`src/rtl/cpu_control_fsm.sv`:
```
// Multi-cycle fetch/decode/execute controller for the 8-bit CPU: owns PC, IR, Z/C flags and the ALU.
// Optional feature macro: CPU_SINGLE_STEP_EN (adds a `step` input gating each instruction fetch).
module cpu_control_fsm #(
  parameter int          ADDR_W   = 8,
  parameter int unsigned RESET_PC = 0
) (
  input  logic              clk,
  input  logic              rst_n,
`ifdef CPU_SINGLE_STEP_EN
  input  logic              step,
`endif
  output logic              imem_req,
  output logic [ADDR_W-1:0] imem_addr,
  input  logic              imem_ack,
  input  logic [7:0]        imem_data,
  output logic [1:0]        rf_read_reg1,
  output logic [1:0]        rf_read_reg2,
  input  logic [7:0]        rf_read_data1,
  input  logic [7:0]        rf_read_data2,
  output logic [1:0]        rf_write_reg,
  output logic [7:0]        rf_write_data,
  output logic              rf_reg_write,
  output logic              zero_flag,
  output logic              carry_flag,
  output logic              halted,
  output logic              illegal_op,
  output logic [ADDR_W-1:0] pc
);

  typedef enum logic [2:0] {
    S_FETCH,
    S_DECODE,
    S_OPERAND,
    S_EXEC,
    S_HALT
  } state_t;

  state_t            state, state_nxt;
  logic [ADDR_W-1:0] pc_nxt;
  logic [7:0]        ir, ir_nxt;
  logic [7:0]        imm, imm_nxt;
  logic              z_nxt, c_nxt;
  logic              fetch_go;
  logic              hs;
  logic [3:0]        opcode;
  logic [8:0]        sum9, diff9;

`ifdef CPU_SINGLE_STEP_EN
  logic step_seen;

  // One step pulse arms exactly one fetch; the latch is consumed by the following EXEC.
  always_ff @(posedge clk or negedge rst_n) begin
    if (!rst_n) begin
      step_seen <= 1'b0;
    end else if (state == S_EXEC) begin
      step_seen <= 1'b0;
    end else if (step) begin
      step_seen <= 1'b1;
    end
  end

  assign fetch_go = step_seen;
`else
  assign fetch_go = 1'b1;
`endif

  // Gated with rst_n so no request escapes while reset is held.
  assign imem_req  = rst_n && ((state == S_FETCH && fetch_go) || state == S_OPERAND);
  assign imem_addr = pc;
  assign hs        = imem_req && imem_ack;

  assign opcode       = ir[7:4];
  assign rf_read_reg1 = ir[3:2];
  assign rf_read_reg2 = ir[1:0];
  assign rf_write_reg = ir[3:2];
  assign halted       = (state == S_HALT);

  assign sum9  = {1'b0, rf_read_data1} + {1'b0, rf_read_data2};
  assign diff9 = {1'b0, rf_read_data1} - {1'b0, rf_read_data2};

  always_ff @(posedge clk or negedge rst_n) begin
    if (!rst_n) begin
      state      <= S_FETCH;
      pc         <= ADDR_W'(RESET_PC);
      ir         <= '0;
      imm        <= '0;
      zero_flag  <= 1'b0;
      carry_flag <= 1'b0;
    end else begin
      state      <= state_nxt;
      pc         <= pc_nxt;
      ir         <= ir_nxt;
      imm        <= imm_nxt;
      zero_flag  <= z_nxt;
      carry_flag <= c_nxt;
    end
  end

  always_comb begin
    state_nxt     = state;
    pc_nxt        = pc;
    ir_nxt        = ir;
    imm_nxt       = imm;
    z_nxt         = zero_flag;
    c_nxt         = carry_flag;
    rf_reg_write  = 1'b0;
    rf_write_data = '0;
    illegal_op    = 1'b0;

    case (state)
      S_FETCH: begin
        if (hs) begin
          ir_nxt    = imem_data;
          pc_nxt    = pc + ADDR_W'(1);
          state_nxt = S_DECODE;
        end
      end

      S_DECODE: begin
        case (opcode)
          4'h7, 4'h8, 4'h9: state_nxt = S_OPERAND;
          4'hF:             state_nxt = S_HALT;
          default:          state_nxt = S_EXEC;
        endcase
      end

      S_OPERAND: begin
        if (hs) begin
          imm_nxt   = imem_data;
          pc_nxt    = pc + ADDR_W'(1);
          state_nxt = S_EXEC;
        end
      end

      S_EXEC: begin
        state_nxt = S_FETCH;
        case (opcode)
          4'h0: ;
          4'h1: begin
            rf_reg_write  = 1'b1;
            rf_write_data = sum9[7:0];
            c_nxt         = sum9[8];
            z_nxt         = (sum9[7:0] == 8'h00);
          end
          4'h2: begin
            // Bit 8 of the zero-extended difference is the borrow (data1 < data2).
            rf_reg_write  = 1'b1;
            rf_write_data = diff9[7:0];
            c_nxt         = diff9[8];
            z_nxt         = (diff9[7:0] == 8'h00);
          end
          4'h3: begin
            rf_reg_write  = 1'b1;
            rf_write_data = rf_read_data1 & rf_read_data2;
            c_nxt         = 1'b0;
            z_nxt         = ((rf_read_data1 & rf_read_data2) == 8'h00);
          end
          4'h4: begin
            rf_reg_write  = 1'b1;
            rf_write_data = rf_read_data1 | rf_read_data2;
            c_nxt         = 1'b0;
            z_nxt         = ((rf_read_data1 | rf_read_data2) == 8'h00);
          end
          4'h5: begin
            rf_reg_write  = 1'b1;
            rf_write_data = rf_read_data1 ^ rf_read_data2;
            c_nxt         = 1'b0;
            z_nxt         = ((rf_read_data1 ^ rf_read_data2) == 8'h00);
          end
          4'h6: begin
            rf_reg_write  = 1'b1;
            rf_write_data = rf_read_data2;
          end
          4'h7: begin
            rf_reg_write  = 1'b1;
            rf_write_data = imm;
          end
          4'h8: pc_nxt = ADDR_W'(imm);
          4'h9: begin
            if (zero_flag) pc_nxt = ADDR_W'(imm);
          end
          default: illegal_op = 1'b1;
        endcase
      end

      S_HALT: state_nxt = S_HALT;

      default: state_nxt = S_FETCH;
    endcase
  end

endmodule

```
`config.mk`:
```
export PLATFORM = sky130hd
export DESIGN_NAME = cpu_control_fsm
export DESIGN_NICKNAME = d
export VERILOG_FILES = /design/src/rtl/cpu_control_fsm.sv
export SDC_FILE = /design/constraint.sdc
export NUM_CORES = 1
export LEC_CHECK = 0
export ABC_AREA = 1
export CORE_MARGIN = 2
export CORE_UTILIZATION = 31
export DETAILED_ROUTE_END_ITERATION = 10
export PLACE_DENSITY = 0.62
export RECOVER_POWER = 100
export SYNTH_ARGS = -nofsm -noshare
export SYNTH_HDL_FRONTEND = slang
export SYNTH_SLANG_ARGS = --single-unit
```
`constraint.sdc`:
```
create_clock -name clk -period 6.65 [get_ports clk]
set_input_delay 1.995 -clock clk [delete_from_list [all_inputs] [get_ports clk]]
set_output_delay 1.995 -clock clk [all_outputs]
set_load 0.005 [all_outputs]
```
==> results of run 1 <==
## cell type report
| cell class | instances | share of cell area [%] |
|---|---|---|
| repair buffers | 65 | 17.5 |
| inverters | 74 | 7.59 |
| well taps | 111 | 3.80 |
| clock buffers | 7 | 2.36 |
| flip-flops and latches | 29 | 19.8 |
| multi-input cells | 315 | 48.9 |
## kinds of logic (layout without fill, tap and decap cells)
kind of cell / Yosys count / count (layout)
AO/OA/AOI/OAI: 69 / 69
XOR/XNOR: 5 / 5
adder cells (fa/ha/maj): 27 / 27
buffers and inverters: 97 / 146
flip-flops: 29 / 29
multiplexers: 6 / 6
AND/OR/NAND/NOR: 208 / 208
## sequential cells by signal, indices dropped and copies added, names as in the netlist
register and cells:
ir 8, carry_flag 1, zero_flag 1, imm 8
imem_addr 8, state 3
## cells in the mapped netlist (3+ instances only)
cell | number | area (sq um)
a211oi_1 | 3 | 22.5
a21oi_1 | 18 | 90.1
a31oi_1 | 4 | 25.0
buf_2 | 4 | 20.0
buf_4 | 15 | 113
clkbuf_1 | 3 | 11.3
dfrtp_1 | 29 | 726
ha_1 | 25 | 313
inv_1 | 70 | 263
inv_2 | 4 | 15.0
mux2_2 | 6 | 67.6
nand2_1 | 104 | 390
nand3_1 | 31 | 155
nand4_1 | 6 | 37.5
nor2_1 | 45 | 169
nor2_2 | 4 | 25.0
nor3_1 | 12 | 60.1
o21ai_0 | 16 | 80.1
o22ai_1 | 15 | 93.8
xor2_1 | 5 | 43.8
## worst max-delay path by stage
stage	endpoint	startpoint	slack, ns	cells past startpoint
global placement	rf_write_data[5]	rf_read_data2[2]	0.08	12
floorplan	rf_write_data[6]	rf_read_data1[0]	1.43	11
finish	rf_write_data[7]	rf_read_data1[6]	0.19	11
CTS	rf_write_data[5]	rf_read_data2[2]	0.04	12
detailed placement	rf_write_data[5]	rf_read_data2[2]	0.07	12
global route	rf_write_data[7]	rf_read_data1[6]	0.0004	11
## tightest hold or removal path: cells and delay by family, from the launching register on
kind	cells	cell delay, ns
flip-flops	1	0.34
AND/OR/NAND/NOR	2	0.11
## layer usage
metal	vias to the layer above	share of wire (%)	routed length, um	global-route usage (%)
li1	1508	-	-	-
met5	-	0	0	0
met2	100	45	3910	26.0
met1	1398	48	4170	24.8
met3	13	5.1	442	3.12
met4	0	1.3	112	4.57
## metrics by stage
| step | power [uW] | area, sq um |
|---|---|---|
| floorplan | 781 | 2920 |
| global placement | 1010 | 3550 |
| finish | 1140 | 3660 |
| CTS | 1170 | 3640 |
| global route | 1250 | 3660 |
| detailed placement | 1020 | 3550 |
## power by group through the flow
stage,Clock [uW],Combinational [uW],Sequential (uW)
floorplan,0,463,318
global placement,0,684,329
detailed placement,0,689,330
CTS,151,693,328
global route,162,752,339
finish,147,664,324
## timing repair
item,4_1_cts,5_1_grt
buffers inserted,0,0
setup endpoints to repair,0,3
hold buffers,0,0
resized for setup,0,7
==> impl_metrics.py, run 1 <==
metrics = {
    "timing": {
        "report.final.hold_viol_count": 0,
        "fin_ws_ns": 0.190,
        "holdWs_ns": 0.481,
        "fin_skew_ns": 0.00321,
        "rsz0062_at_grt": "false",
        "drv_slew": 30,
        "worstMarginPinSlew_ns": 1.64,
        "post-route-min-period_ns": 6.46,
        "max_freq_mhz": 155,
        "maxSlewHeadroom_pct": -9.46,
        "tns_ns": 0,
        "setup_viol": 0,
        "fin_crit_sh_pct": 97.1,
    },
    "worst_hold_path": {
        "hp-class": "register to register",
        "hold-path-endpoint": "carry_flag",
        "hold_start": "carry_flag",
        "whs_path_depth": 2,
    },
    "critical_path": {
        "start_kind": "primary input",
        "required_ns": 4.66,
        "path_max_fanout": 7,
        "reg2reg_to": "imem_addr[4]",
        "crit_path_end_kind": "output pin",
        "crit_family": "buffers and inverters",
        "reg2reg_depth": 7,
        "arrival_ns": 4.47,
        "criticalPathCategory": "primary input to output pin",
        "cpPeakStageDelay_ns": 0.53,
        "cpMaxStageDelayCell": "clkdlybuf4s50_1",
        "r2r_slack_ns": 4.49,
        "crit_buf_inv": 4,
        "rr_startpoint": "state[2]",
        "path_cells": "clkdlybuf4s50_1, inv_1, ha_1, inv_1, o21ai_0, nor2_1, nand2_1, nand2_1, nand3_1, a31oi_2, clkdlybuf4s50_1",
    },
    "synthesis": {
        "synth_top_family_by_area": "simple AND/OR/NAND/NOR gates",
        "synth_xor_area_share_pct": 1.50,
        "synth_nets": 495,
        "synth-compound-area-share_pct": 14.2,
        "synthMuxAreaShare_pct": 2.31,
        "yosys.area_share.simple_pct": 30.3,
        "ys_ff_latch": 29,
        "async_flop_share_pct": 100,
        "syn_inst": 441,
        "synthAdderAreaFrac_pct": 12.1,
        "synth_ff_type": "dfrtp_1",
        "synth_seq_area_share_pct": 24.8,
        "synth_edf_count": 0,
        "synth_area_sq_mm": 0.00292,
        "syn_avg_cell_area_sq_um": 6.63,
        "yosysWarnings": 0,
        "synthDistinctLibCells": 35,
    },
    "floorplan": {
        "core_area_sq_mm": 0.00920,
        "start_util_pct": 31.8,
        "dieHeight_um": 101,
        "die-area_sq_mm": 0.0102,
        "rows": 35,
        "io_pins": 63,
        "die-width_um": 101,
    },
    "pwr": {
        "leakage_uw": 0.00183,
        "vdd_drop_max_uv": 106,
        "seqPwrFrac_pct": 28.6,
        "pwr-share-comb_pct": 58.5,
        "clkPwrFrac_pct": 13.0,
        "internal-power_uw": 626,
        "power_density_mw_per_mm2": 310,
        "power_switching_uw": 510,
        "swShare_pct": 44.9,
    },
    "clock_tree": {
        "path_clk_slew_ns": 0.06,
        "htreeDepth": 2,
        "worstSkewPairLatency_ns": 0.28,
        "tritoncts": "yes",
        "cts-buffers-inserted": 5,
        "cts.path.max_buffers": 2,
        "cts_root_buffer": "clkbuf_8",
        "cts.sinks": 29,
    },
    "detailed_routing": {
        "via_per_inst": 5.02,
        "first_pass_iters": 5,
        "drt-total-wl_um": 8630,
        "vias": 3019,
        "drt_iter0_drc": 230,
        "drc_errors": 0,
        "ant_nets": 0,
        "wl_per_cell_um": 14.4,
    },
    "finish": {
        "area_delta_synth_final_pct": 25.1,
        "layout.nets": 544,
        "diodes": 0,
        "fin_util_pct": 39.8,
        "seqCellArea_sq_um": 726,
        "final_cell_mix": "104 x nand2_1, 71 x inv_1, 47 x nor2_1",
        "layout.cells.non_filler": 601,
        "multi_input_area_sq_mm": 0.00179,
        "n_fill_cell": 994,
        "drive_above_1_share_pct": 5.92,
        "final_common_cell": "nand2_1",
    },
    "global_routing": {
        "antenna_found_initial": 0,
        "grt_overflow": 0,
        "track_usage_pct": 17.1,
        "grt_pass1_vias": 2852,
        "grt_max_degree": 30,
        "grt_pass1_wl_um": 13900,
    },
    "outcome": {
        "outcome": "finished with violations",
        "violations": "max-capacitance violations, max-slew violations",
    },
    "placement": {
        "dp_hpwl_um": 6950,
        "gp_congestion": 0.972,
        "dp_cells": 594,
        "port_buffers": 62,
        "place_ws_ns": 0.0663,
    },
    "flow_run": {
        "maxCapViolations": 1,
    },
}
No activity file was read; power rests on OpenSTA's default activity.
==> run 2, diff against run 1 <==
--- a/config.mk
+++ b/config.mk
@@ -11,6 +11,8 @@
 export DETAILED_ROUTE_END_ITERATION = 10
 export PLACE_DENSITY = 0.62
 export RECOVER_POWER = 100
+export REMOVE_ABC_BUFFERS = 1
+export SETUP_SLACK_MARGIN = 0.2
 export SYNTH_ARGS = -nofsm -noshare
 export SYNTH_HDL_FRONTEND = slang
 export SYNTH_SLANG_ARGS = --single-unit
==> run 2 against run 1 <==
Effect of this change:
- the flow still finishes with violations (max-capacitance violations, max-slew violations)
- cell area rose by 1.4%
- cell count rose by 0.33%
- clock skew shrank 0.00064 ns
- sequential power hardly changed
- die area unchanged
- critical path depth is 1 higher
- critical endpoint unchanged
- largest cell class unchanged
- largest power group unchanged
==> impl_metrics.py, run 2 (synthesis gave the netlist of run 1 again) <==
metrics = {
    "outcome": {
        "outcome": "finished with violations",
        "violations": "max-capacitance violations, max-slew violations",
    },
    "critical_path": {
        "criticalPathCategory": "primary input to output pin",
        "start_kind": "primary input",
        "crit_path_end_kind": "output pin",
        "required_ns": 4.66,
        "path_max_fanout": 8,
        "arrival_ns": 4.43,
    },
    "worst_hold_path": {
        "hp-class": "register to register",
    },
    "global_routing": {
        "grt_max_degree": 30,
        "track_usage_pct": 17.7,
        "grt_pass1_vias": 2987,
        "antenna_found_initial": 0,
        "grt_overflow": 0,
        "grt_pass1_wl_um": 14400,
    },
    "timing": {
        "fin_skew_ns": 0.00257,
        "tns_ns": 0,
        "post-route-min-period_ns": 6.42,
        "drv_slew": 30,
        "report.final.hold_viol_count": 0,
        "rsz0062_at_grt": "true",
        "fin_ws_ns": 0.229,
        "fin_crit_sh_pct": 96.6,
        "setup_viol": 0,
        "maxSlewHeadroom_pct": -3.50,
        "worstMarginPinSlew_ns": 1.55,
        "max_freq_mhz": 156,
    },
    "clock_tree": {
        "cts_root_buffer": "clkbuf_8",
        "postCtsSetupRepairBufs": 0,
        "htreeDepth": 2,
        "path_clk_slew_ns": 0.06,
        "cts.sinks": 29,
        "cts-buffers-inserted": 5,
        "worstSkewPairLatency_ns": 0.28,
        "cts.path.max_buffers": 2,
        "tritoncts": "yes",
    },
    "detailed_routing": {
        "ant_nets": 0,
        "first_pass_iters": 4,
        "drt-total-wl_um": 8960,
        "vias": 3018,
        "wl_per_cell_um": 14.9,
        "drc_errors": 0,
        "via_per_inst": 5.00,
        "drt_iter0_drc": 151,
    },
    "pwr": {
        "leakage_uw": 0.00185,
        "vdd_drop_max_uv": 151,
        "power_density_mw_per_mm2": 309,
    },
    "floorplan": {
        "rows": 35,
        "core_area_sq_mm": 0.00920,
        "die-area_sq_mm": 0.0102,
        "io_pins": 63,
        "dieHeight_um": 101,
        "die-width_um": 101,
        "start_util_pct": 31.8,
    },
    "placement": {
        "gp_congestion": 0.946,
        "dp_cells": 596,
        "dp_hpwl_um": 7220,
        "place_ws_ns": 0.0910,
        "port_buffers": 62,
    },
    "finish": {
        "layout.cells.non_filler": 603,
        "area_delta_synth_final_pct": 26.8,
        "fin_util_pct": 40.3,
        "diodes": 0,
        "layout.nets": 546,
        "final_cell_mix": "105 x nand2_1, 70 x inv_1, 46 x nor2_1",
        "drive_above_1_share_pct": 7.11,
        "final_common_cell": "nand2_1",
        "n_fill_cell": 1025,
    },
    "flow_run": {
        "maxCapViolations": 1,
    },
}
run 2: cell count changes in the layout (fill, tap and decap cells not counted), sizes merged:
cell	delta
clkbuf	+1
clkdlybuf4s50	-4
buf	+1
dlygate4sd3	+2
dlymetal6s2s	+1
dlygate4sd2	+1
run 2: critical path, cell delays in order:
cell and delay [ns]:
clkdlybuf4s50_1 0.52, inv_1 0.09, ha_4 0.32, inv_2 0.07, a21oi_1 0.12, nand2_1 0.15
nand2_1 0.12, nand3_1 0.07, nand2_1 0.10, nand2_1 0.05, a31oi_1 0.20, dlygate4sd3_1 0.60
run 2: metal layers:
metal	GRT usage (%)	wire length (um)	vias to the layer above
met4	4.57	148	0
li1	-	-	1513
met1	25.2	4350	1429
met3	2.84	351	10
met5	0	0	-
met2	28.1	4100	66
run 2: path summary, 6_finish.rpt:
| path | from | end | slack [ns] | cells past startpoint |
|---|---|---|---|---|
| max | rf_read_data1[2] | rf_write_data[7] | 0.23 | 12 |
| min | ir[1] | ir[1] | 0.50 | 1 |
| max in group asynchronous | rst_n | imm[7] | 3.03 | 2 |
| min in group asynchronous | rst_n | imem_addr[2] | 2.71 | 2 |
| max reg2reg | state[2] | carry_flag | 4.37 | 7 |
| min reg2reg | ir[1] | ir[1] | 0.50 | 1 |
run 2: area by class of cell:
class / count / area, sq um / area share, %
Sequential cell: 29 / 726 / 19.6
Tap cell: 111 / 139 / 3.74
Inverter: 74 / 278 / 7.49
Timing Repair Buffer: 67 / 654 / 17.6
Multi-Input combinational cell: 315 / 1830 / 49.2
Clock buffer: 7 / 86.3 / 2.33
run 2: through the flow:
step	hold slack [ns]	instance area [sq um]	power, uW
finish	0.499	3710	1140
global route	0.521	3710	1250
CTS	0.509	3660	1180
detailed placement	0.489	3570	1030
global placement	0.477	3570	1020
floorplan	0.471	2770	715
run 2: what timing repair did:
| item | CTS | global route |
|---|---|---|
| endpoints found under the setup margin | 3 | 6 |
| hold buffers | 0 | 0 |
| endpoints found under the hold margin | 0 | 0 |
| resized for setup | 5 | 15 |
run 2: report_power, final:
part	switching (uW)	total [uW]	internal, uW	leakage, uW
Combinational	385	674	289	0.00147
Sequential	63.9	323	259	0.000344
Clock	65.8	148	82.0	0.0000443
Total	515	1140	630	0.00185
==> run 3, diff against run 2 <==
--- a/config.mk
+++ b/config.mk
@@ -9,6 +9,7 @@
 export CORE_MARGIN = 2
 export CORE_UTILIZATION = 31
 export DETAILED_ROUTE_END_ITERATION = 10
+export MAX_ROUTING_LAYER = met4
 export PLACE_DENSITY = 0.62
 export RECOVER_POWER = 100
 export REMOVE_ABC_BUFFERS = 1
==> run 3 against run 2 <==
Effect of this change:
- the run still ends with max-capacitance violations, max-slew violations left
- first-iteration DRC count grew 9.9%
- die area stayed put
- clock power increased by 7%
- maximum frequency increased by 1.0%
- setup slack better by 0.066 ns
- sequential cell count is the same
- hold slack got worse by 0.016 ns
- cell area rose by 0.74%
- non-clock buffer count unchanged
- routed wire length shrank 0.45%
- utilization grew 0.30 points
- clock skew grew 0.0025 ns
- critical path type unchanged
- critical endpoint is now rf_write_data[2]
- largest cell class unchanged
- largest power group unchanged
==> impl_metrics.py, run 3 (synthesis gave the netlist of run 1 again) <==
metrics = {
    "finish": {
        "layout.nets": 546,
        "drive_above_1_share_pct": 7.10,
        "final_common_cell": "nand2_1",
        "area_delta_synth_final_pct": 27.8,
        "n_fill_cell": 968,
        "fin_util_pct": 40.6,
        "final_cell_mix": "105 x nand2_1, 71 x inv_1, 47 x nor2_1",
        "diodes": 0,
    },
    "detailed_routing": {
        "ant_nets": 0,
        "highest_layer": "met4",
        "wl_per_cell_um": 14.8,
        "first_pass_iters": 5,
        "routed-wl-met3_um": 444,
        "drt_iter0_drc": 166,
        "drt-met1-wl_um": 4280,
        "drc_errors": 0,
        "wl_met2_um": 4150,
        "via_per_inst": 4.97,
        "vias": 3004,
        "drt-total-wl_um": 8920,
    },
    "floorplan": {
        "io_pins": 63,
        "die-width_um": 101,
        "start_util_pct": 31.8,
        "die-area_sq_mm": 0.0102,
        "core_area_sq_mm": 0.00920,
        "dieHeight_um": 101,
        "rows": 35,
    },
    "clock_tree": {
        "cts.path.max_buffers": 2,
        "worstSkewPairLatency_ns": 0.27,
        "htreeDepth": 2,
        "cts-buffers-inserted": 5,
        "path_clk_slew_ns": 0.06,
        "tritoncts": "yes",
        "cts.sinks": 29,
        "cts_hold_buf": 0,
        "cts_root_buffer": "clkbuf_8",
    },
    "timing": {
        "worstMarginPinSlew_ns": 1.59,
        "max_freq_mhz": 157,
        "maxSlewHeadroom_pct": -6.01,
        "rsz0062_at_grt": "false",
        "setup_viol": 0,
        "fin_skew_ns": 0.00510,
        "report.final.hold_viol_count": 0,
        "tns_ns": 0,
        "fin_crit_sh_pct": 95.6,
        "post-route-min-period_ns": 6.36,
        "drv_slew": 30,
    },
    "pwr": {
        "power_uw": 1160,
        "power_density_mw_per_mm2": 310,
        "leakage_uw": 0.00184,
        "vdd_drop_max_uv": 172,
    },
    "critical_path": {
        "cpPeakStageDelay_ns": 0.59,
        "required_ns": 4.66,
        "path_cells": "clkdlybuf4s50_1, inv_1, ha_1, inv_1, fa_2, xor2_1, o22ai_1, nor4_1, nor2_1, dlygate4sd3_1",
        "crit_path_frequent_cell": "inv_1",
        "crit_path_end_kind": "output pin",
        "start_kind": "primary input",
        "cpMaxStageDelayCell": "dlygate4sd3_1",
        "criticalPathCategory": "primary input to output pin",
        "arrival_ns": 4.36,
        "path_max_fanout": 3,
    },
    "worst_hold_path": {
        "hp-class": "register to register",
    },
    "placement": {
        "port_buffers": 62,
        "dp_hpwl_um": 7250,
        "gp_congestion": 0.964,
    },
    "global_routing": {
        "grt_pass1_wl_um": 14200,
        "antenna_found_initial": 0,
        "track_usage_pct": 18.1,
        "grt_max_degree": 30,
        "grt_pass1_vias": 2851,
        "grt_overflow": 0,
    },
    "outcome": {
        "violations": "max-capacitance violations, max-slew violations",
        "outcome": "finished with violations",
    },
    "flow_run": {
        "maxCapViolations": 1,
    },
}
[run 3: power by group]
part	switching, uW	leakage [uW]	internal (uW)	total, uW
Combinational	387	0.00145	291	678
Clock	65.5	0.0000542	93.4	159
Sequential	63.3	0.000344	259	322
Total	516	0.00184	643	1160
[run 3: worst max-delay path, delay by kind of cell]
kind | cells | cell delay [ns]
XOR/XNOR | 1 | 0.19
buffers and inverters | 4 | 1.16
AO/OA/AOI/OAI | 1 | 0.11
adder cells (fa/ha/maj) | 2 | 0.52
AND/OR/NAND/NOR | 2 | 0.38
[run 3: cell type report]
class / instances / area, sq um / share of cell area, %
clock inverters: 1 / 5.00 / 0.134
inverters: 74 / 278 / 7.43
multi-input cells: 315 / 1840 / 49.3
well taps: 111 / 139 / 3.72
clock buffers: 7 / 96.3 / 2.58
flip-flops and latches: 29 / 726 / 19.4
repair buffers: 67 / 651 / 17.4
[run 3: stage by stage]
step	setup WS [ns]	area, sq um	instances	hold WS (ns)
after global routing	0.134	3740	604	0.500
after global placement	0.00799	3570	596	0.478
after CTS	0.206	3690	604	0.493
final	0.295	3740	604	0.484
after floorplan	1.43	2770	418	0.471
after detailed placement	0.0620	3570	596	0.473
[run 3: timing repair]
item,in CTS,in global routing
setup endpoints to repair,3,4
setup buffers,0,0
resized for setup,6,17
[run 3: path summary, 6_finish.rpt]
kind	slack [ns]	depth (start not counted)	from	endpoint
worst max-delay path	0.29	10	rf_read_data1[0]	rf_write_data[2]
worst min-delay path	0.48	2	carry_flag	carry_flag
worst max register to register	4.37	8	state[2]	imem_addr[2]
worst min register to register	0.48	2	carry_flag	carry_flag
max in group asynchronous	2.97	2	rst_n	zero_flag
min in group asynchronous	2.76	2	rst_n	imm[1]
[run 3: layer usage]
| layer | track usage (%) | vias up |
|---|---|---|
| met5 | - | - |
| met4 | 2.81 | 0 |
| met3 | 2.36 | 4 |
| met2 | 28.5 | 89 |
| met1 | 25.4 | 1391 |
| li1 | - | 1520 |
